$ cat src/rtl/gpio_bus_bridge.sv
// rtl/gpio_bus_bridge.sv - bus register front-end for the GPIO output block
module gpio_bus_bridge #(
   parameter int ADDR_W    = 8,
   parameter int READ_WAIT = 2
) (
   input  logic              clk,
   input  logic              rst_n,
   input  logic              req_valid,
   output logic              req_ready,
   input  logic              req_we,
   input  logic [ADDR_W-1:0] req_addr,
   input  logic [31:0]       req_wdata,
   input  logic [3:0]        req_wstrb,
   output logic              rsp_valid,
   input  logic              rsp_ready,
   output logic [31:0]       rsp_rdata,
   output logic              rsp_err,
   output logic [31:0]       gpio_wdata,
   output logic              gpio_we,
   input  logic [31:0]       gpio_rdata,
   input  logic              gpio_oe
);

   typedef enum logic [1:0] {S_IDLE, S_WRITE, S_RDWAIT, S_RESP} state_t;

   state_t      state;
   logic [31:0] shadow;
   logic [15:0] wcount;
   logic [3:0]  wait_cnt;
   logic        rd_status;

   logic [31:0] off;
   logic [2:0]  reg_idx;
   logic        dec_err;
   logic        needs_wait;
   logic        store_pulse;
   logic [31:0] merged;
   logic [31:0] new_shadow;
   logic [31:0] load_imm;

   assign off        = 32'(req_addr);
   assign reg_idx    = off[4:2];
   assign gpio_wdata = shadow;

   // Decode the offered request: error classification and read path selection
   always_comb begin
      dec_err     = (off[1:0] != 2'b00) || (off > 32'h14) ||
                    (req_we && (off == 32'h10 || off == 32'h14));
      needs_wait  = !req_we && (off == 32'h00 || off == 32'h10);
      store_pulse = !(reg_idx == 3'd0 && req_wstrb == 4'h0);
   end

   // Compute the shadow value a store would produce (byte merge for DATA, full word otherwise)
   always_comb begin
      merged = shadow;
      for (int b = 0; b < 4; b++) begin
         if (req_wstrb[b]) merged[8*b +: 8] = req_wdata[8*b +: 8];
      end
      case (reg_idx)
         3'd0:    new_shadow = merged;
         3'd1:    new_shadow = shadow | req_wdata;
         3'd2:    new_shadow = shadow & ~req_wdata;
         3'd3:    new_shadow = shadow ^ req_wdata;
         default: new_shadow = shadow;
      endcase
   end

   // Data returned immediately for loads that do not need the GPIO read latency
   always_comb begin
      case (reg_idx)
         3'd1, 3'd2, 3'd3: load_imm = shadow;
         3'd5:             load_imm = {16'h0000, wcount};
         default:          load_imm = 32'h0;
      endcase
   end

   // Request/response FSM with registered outputs; shadow and counter update on store accept
   always_ff @(posedge clk or negedge rst_n) begin
      if (!rst_n) begin
         state     <= S_IDLE;
         req_ready <= 1'b0;
         rsp_valid <= 1'b0;
         rsp_rdata <= 32'h0;
         rsp_err   <= 1'b0;
         gpio_we   <= 1'b0;
         shadow    <= 32'h0;
         wcount    <= 16'h0;
         wait_cnt  <= 4'h0;
         rd_status <= 1'b0;
      end else begin
         case (state)
            S_IDLE: begin
               if (req_ready && req_valid) begin
                  req_ready <= 1'b0;
                  if (dec_err) begin
                     rsp_valid <= 1'b1;
                     rsp_err   <= 1'b1;
                     rsp_rdata <= 32'h0;
                     state     <= S_RESP;
                  end else if (req_we) begin
                     shadow  <= new_shadow;
                     gpio_we <= store_pulse;
                     if (store_pulse) wcount <= wcount + 16'd1;
                     state   <= S_WRITE;
                  end else if (needs_wait) begin
                     wait_cnt  <= 4'(READ_WAIT - 1);
                     rd_status <= (off == 32'h10);
                     state     <= S_RDWAIT;
                  end else begin
                     rsp_valid <= 1'b1;
                     rsp_rdata <= load_imm;
                     state     <= S_RESP;
                  end
               end else begin
                  req_ready <= 1'b1;
               end
            end
            S_WRITE: begin
               gpio_we   <= 1'b0;
               rsp_valid <= 1'b1;
               rsp_rdata <= 32'h0;
               rsp_err   <= 1'b0;
               state     <= S_RESP;
            end
            S_RDWAIT: begin
               if (wait_cnt == 4'h0) begin
                  rsp_valid <= 1'b1;
                  rsp_rdata <= rd_status ? {30'h0, (shadow != gpio_rdata), gpio_oe}
                                         : gpio_rdata;
                  state     <= S_RESP;
               end else begin
                  wait_cnt <= wait_cnt - 4'h1;
               end
            end
            S_RESP: begin
               if (rsp_ready) begin
                  rsp_valid <= 1'b0;
                  rsp_rdata <= 32'h0;
                  rsp_err   <= 1'b0;
                  req_ready <= 1'b1;
                  state     <= S_IDLE;
               end
            end
            default: state <= S_IDLE;
         endcase
      end
   end

endmodule

$ cat config.mk
export PLATFORM = sky130hd
export DESIGN_NAME = gpio_bus_bridge
export DESIGN_NICKNAME = d
export VERILOG_FILES = /design/src/rtl/gpio_bus_bridge.sv
export SDC_FILE = /design/constraint.sdc
export NUM_CORES = 1
export LEC_CHECK = 0
export CAP_MARGIN = 20
export CORE_MARGIN = 1.5
export CORE_UTILIZATION = 56
export DETAILED_ROUTE_END_ITERATION = 12
export GPL_TIMING_DRIVEN = 0
export PLACE_DENSITY = 0.88
export SLEW_MARGIN = 20
export SYNTH_ARGS = -nofsm -noshare
export SYNTH_HDL_FRONTEND = slang
export SYNTH_SLANG_ARGS = --single-unit
$ cat constraint.sdc
create_clock -name clk -period 3.8 [get_ports clk]
set_clock_uncertainty 0.05 [all_clocks]
set_input_delay 0.57 -clock clk [delete_from_list [all_inputs] [get_ports clk]]
set_output_delay 0.57 -clock clk [all_outputs]
set_load 0.02 [all_outputs]
# Word level (Yosys, flattened, before mapping)
# Cells that the tools add are included.
dict set report op_classes {
  addsub 2
  order_cmp 1
  eq_ne 25
  n_mux 44
  bitwise 7
  n_reduce_logical 34
}
# cell count
set ops {}
lappend ops {{32-bit one-hot mux with 4 select lines} 2}
lappend ops {{32-bit two-way mux} 7}
lappend ops {{32-bit one-hot mux with 2 select lines} 1}
lappend ops {{32-bit bitwise AND} 1}
lappend ops {{32-bit zero test} 1}
lappend ops {{8-bit two-way mux} 4}
lappend ops {{32-bit inequality test} 1}
lappend ops {{32-bit inverter} 1}
lappend ops {{32-bit OR} 1}
lappend ops {{32-bit bitwise XOR} 1}
lappend ops {{6-bit AND reduction} 5}
lappend ops {{2-bit inequality test, second input constant} 13}
lappend ops {{4-bit two-way mux} 5}
lappend ops {{16-bit by 1-bit adder with 16-bit output, second input constant} 1}
lappend ops {{8-bit by 5-bit == test with 1-bit output, second input constant} 2}
lappend ops {{5-bit AND reduction} 3}
lappend ops {{1-bit two-way mux} 14}
lappend ops {{2-bit two-way mux} 5}
lappend ops {{8-bit by 5-bit greater-than comparator with 1-bit output, second input constant} 1}
lappend ops {{4-bit zero test} 2}
lappend ops {{2-bit one-hot mux with 4 select lines} 1}
lappend ops {{4-bit one-hot mux with 2 select lines} 1}
lappend ops {{4-bit AND reduction} 2}
lappend ops {{2-bit nonzero test} 4}
lappend ops {{other kinds (21)} 34}
dict set report totals {
  ff_bits 91
  inputBits 82
}

# Depth between registers and ports, before layout
dict set report depth {
  ltp_word 8
  ltp_mapped 9
  depth_no_buf 7
}

# Worst setup path after synthesis
# OpenSTA, ideal clock, no wires.
dict set report synth_timing {
  path_kind {input -> register}
  from {input port req_addr[1]}
  to {register rsp_rdata[13]}
  setup_time_ps 125
  arrival_time_ps 2132
  setup_slack_ps 1493
  stages 5
  path_buffers 1
  path_cell_list {or4_4 -> or2_4 -> o21bai_4 -> buf_4 -> mux2_2}
}
dict set report synth_via {
  elab_chain_len 7
  word_cells_on_any_way 17
  cone_classes {1 x order compare; 4 x eq/ne; 3 x mux; 9 x reduce/logical}
}
# item line
set synth_rtl {}
lappend synth_rtl {{start, declared} 11} ;# input logic [ADDR_W-1:0] req_addr,
lappend synth_rtl {{branches (longest 7 deep; another with 8-bit by 5-bit greater-than comparator with 1-bit output)} --}
lappend synth_rtl {{end signal, assigned} 111} ;# rsp_rdata <= load_imm;
lappend synth_rtl {{end signal, assigned} 128} ;# rsp_rdata <= rd_status ? {30'h0, (shadow != gpio_rdata), gpio_oe}
lappend synth_rtl {{end, declared} 16} ;# output logic [31:0] rsp_rdata,
# Several ways; the timed one is not identified. The select of a mux whose other input is x is not followed.
# A chain may end at the register's enable or synchronous reset.

# Worst setup path in the final report
dict set report layout_timing {
  from {input port req_addr[4]}
  to {register shadow[23], in the netlist gpio_wdata[23]}
}
dict set report layout_via {
  elab_chain_len 6
  word_cells_on_any_way 16
  cone_classes {1 x order compare; 6 x eq/ne; 1 x mux; 1 x bitwise; 7 x reduce/logical}
}
# item line
set layout_rtl {}
lappend layout_rtl {{branches (longest 6 deep; another with 8-bit by 5-bit greater-than comparator with 1-bit output)} --}
lappend layout_rtl {{end signal, assigned} 101} ;# shadow <= new_shadow;
lappend layout_rtl {{end, declared} 27} ;# logic [31:0] shadow;
# Several ways; the timed one is not identified.

==> impl_metrics.env <==
export IMPL_wl_per_cell_um=19.4
export IMPL_clk_pin_slew_ns=0.07
export IMPL_synth_top_area_share_pct=34.6
export IMPL_worstPathMaxFanout=10
export IMPL_cp_cell_sequence="clkdlybuf4s50_1 > clkbuf_1 > nor2_1 > clkbuf_1 > clkbuf_1 > o221ai_1 > o21ai_0"
export IMPL_drt_iter0_markers=617
export IMPL_holdBufCountCts=0
export IMPL_dieArea_um2=12400
export IMPL_synth_top_family_by_area="compound AO/OA/AOI/OAI gates"
export IMPL_cp_data_required_time_ns=4.01
export IMPL_placed_area_um2=8270
export IMPL_period_share_pct=74.7
export IMPL_synth_area_leaders="dfrtp_1 35%, ha_1 13%, inv_1 5.5%"
export IMPL_cts_sinks=91
export IMPL_period_minus_slack_ns=2.84
export IMPL_overflow=0
export IMPL_power_total_w=0.00443
export IMPL_fp_dieH_um=111
export IMPL_viasPerCell=6.12
export IMPL_place_congestion=0.929
export IMPL_grt_pass1_wl_um=32100
export IMPL_grt_max_degree=47
export IMPL_start_kind="primary input"
export IMPL_power_internal_w=0.00267
export IMPL_ys_ff_latch=91
export IMPL_avgSynthCellArea_um2=8.89
export IMPL_switching_share_pct=39.7
export IMPL_slew_headroom_pct=53.3
export IMPL_critPathMaxStageDelay_ns=0.56
export IMPL_final_cell_area_um2=8590
export IMPL_setup_viol_count_final=0
export IMPL_synth_cell_types=55
export IMPL_vdd_drop_max_mv=0.387
export IMPL_synth_mux_area_share_pct=5.59
export IMPL_synth_ff_type="dfrtp_1"
export IMPL_slew_violations=0
export IMPL_utilization_pct=75.2
export IMPL_cp_buffers_inverters=4
export IMPL_hp_class="in -> async"
export IMPL_vias=6412
export IMPL_seqPwrFrac_pct=32.3
export IMPL_fmax_mhz=352
export IMPL_postCtsSetupBuffers=0
export IMPL_clk_latency_ns=0.35
export IMPL_antenna_found_initial=0
export IMPL_leakagePower_nw=3.88
export IMPL_fin_hold_ws_ns=0.0968
export IMPL_cp_common_cell="clkbuf_1"
export IMPL_path_class="in -> reg"
export IMPL_start_util_pct=57.6
export IMPL_yosys_area_share_simple_pct=11.7
export IMPL_clockPowerShare_pct=22.0
export IMPL_switchingPower_w=0.00176
export IMPL_fp_dieW_um=111
export IMPL_final_cell_mix="147 x clkdlybuf4s50_1, 97 x inv_1, 91 x dfrtp_1"
export IMPL_hold_viol=0
export IMPL_syn_nets=893
export IMPL_area_growth_pct=30.5
export IMPL_detail_route_antenna_nets=0
export IMPL_yosysTopAreaCell="dfrtp_1"
export IMPL_syn_cell_area_um2=6580
export IMPL_fillerInstances=832
export IMPL_cts_buffers_inserted=9
export IMPL_io_buffers=148
export IMPL_yosys_area_share_adder_pct=13.5
export IMPL_core_area_um2=11400
export IMPL_critPathArrivalTime_ns=3.05
export IMPL_clockBufferDepth=2
export IMPL_synth_compound_gate_area_share_pct=20.1
export IMPL_cts_root_buf="clkbuf_16"
export IMPL_drv_cap=0
export IMPL_htree_levels=3
export IMPL_seq_area_frac_synth_pct=34.6
export IMPL_yosys_warnings=0
export IMPL_drc=0
export IMPL_antenna_cells=0
export IMPL_rsz0062_at_grt="no"
export IMPL_ys_async_sr_fraction_pct=100
export IMPL_drive_above_1_share_pct=5.19
export IMPL_finalNetCount=1053
export IMPL_status="finished, final reports clean"
export IMPL_drt_pass1_iterations=6
export IMPL_final_common_cell="clkdlybuf4s50_1"
export IMPL_finalWirelength_um=20300
export IMPL_p_comb_share_pct=45.7
export IMPL_synth_edf_count=0
export IMPL_cts_resized=0
export IMPL_tritoncts="yes"
export IMPL_synth_xor_area_share_pct=6.25
export IMPL_powerDensity_nw_per_um2=516
export IMPL_end_kind="flop"
export IMPL_grt_pass1_vias=6188
export IMPL_cpLargestDelayFamily="buffers and inverters"
export IMPL_num_io_pins=150
export IMPL_netlist_instances=740
export IMPL_crit_slowest_cell="clkbuf_1"
export IMPL_rows=39
export IMPL_hpwl_um=14900
export IMPL_track_usage_pct=32.6
export IMPL_worstMarginPinSlew_ns=0.701
-- worst paths after layout --
| kind | start | end | cells past startpoint | slack, ns |
|---|---|---|---|---|
| min reg2reg | rsp_rdata[21]$_DFFE_PN0P_ | rsp_rdata[21]$_DFFE_PN0P_ | 2 | 0.43 |
| min in group clk | rsp_rdata[21]$_DFFE_PN0P_ | rsp_rdata[21]$_DFFE_PN0P_ | 2 | 0.43 |
| min | rst_n | rsp_rdata[19]$_DFFE_PN0P_ | 1 | 0.1 |
| max in group asynchronous | rst_n | wcount[11]$_DFFE_PN0P_ | 2 | 3.01 |
| max | req_addr[4] | gpio_wdata[23]$_DFFE_PN0P_ | 7 | 0.96 |
| max reg2reg | state[0]$_DFFE_PN0P_ | rsp_rdata[13]$_DFFE_PN0P_ | 9 | 1.23 |
-- layout make-up --
type	instances	area [um^2]	share of cell area, %
multi-input cells	512	3760	43.8
flip-flops and latches	91	2280	26.5
repair buffers	149	1510	17.6
inverters	97	364	4.24
clock buffers	10	229	2.67
plain buffers	40	180	2.10
well taps	143	179	2.08
clock inverters	6	90.1	1.05
-- sequential cells by signal, indices dropped and copies added (netlist names) --
name        count
gpio_wdata     32
gpio_we         1
rd_status       1
req_ready       1
rsp_err         1
rsp_rdata      32
rsp_valid       1
state           2
wait_cnt        4
wcount         16
-- power by group through the flow --
| stage | combinational, W | sequential (W) | clock [W] |
|---|---|---|---|
| 2_1_floorplan | 0.000873 | 0.00166 | 0 |
| 3_5_place_dp | 0.00200 | 0.00144 | 0 |
| 6_report | 0.00202 | 0.00143 | 0.000977 |
| 3_3_place_gp | 0.00194 | 0.00143 | 0 |
| 4_1_cts | 0.00201 | 0.00142 | 0.000977 |
| 5_1_grt | 0.00217 | 0.00146 | 0.00102 |
-- synth_stat cells (3+ instances only) --
master	instances
xor2_1	35
o221ai_1	24
clkbuf_1	23
o22ai_1	11
nand2_1	53
inv_1	97
a22oi_1	32
nor4_1	7
ha_1	71
o21a_1	4
o21ai_1	13
and4_1	3
a22o_1	4
a21oi_1	37
dfrtp_1	91
nand2b_1	3
nand3_1	8
nor3_1	3
mux2i_1	30
nand4_1	8
nor2b_1	3
o21ai_0	63
xnor2_1	12
a2bb2oi_1	9
buf_2	13
nor2_1	44
mux2_2	5
-- routing by layer --
metal / wire (um) / share of wire, % / GRT usage, % / vias to the layer above
li1: - / - / - / 2900
met1: 8160 / 40 / 42.6 / 3051
met2: 9390 / 46 / 52.7 / 398
met3: 2010 / 9.9 / 6.59 / 63
met4: 754 / 3.7 / 15.0 / 0
met5: 0 / 0 / 0 / -
-- stage by stage --
stage | TNS (ns) | instances | setup slack [ns]
after floorplan | 0 | 740 | 1.49
after detailed placement | 0 | 1032 | 0.731
final | 0 | 1048 | 0.960
after global placement | -115.22 | 1031 | -1.27
after CTS | 0 | 1048 | 1.05
after global routing | 0 | 1048 | 0.910
-- cell families after synthesis --
kind of cell    Yosys count
compound gates          207
mux                      36
buf+inv                 137
flops                    91
fa+ha+maj                71
simple gates            151
xor+xnor                 47
Note: power is estimated with default switching activity, not from simulation.
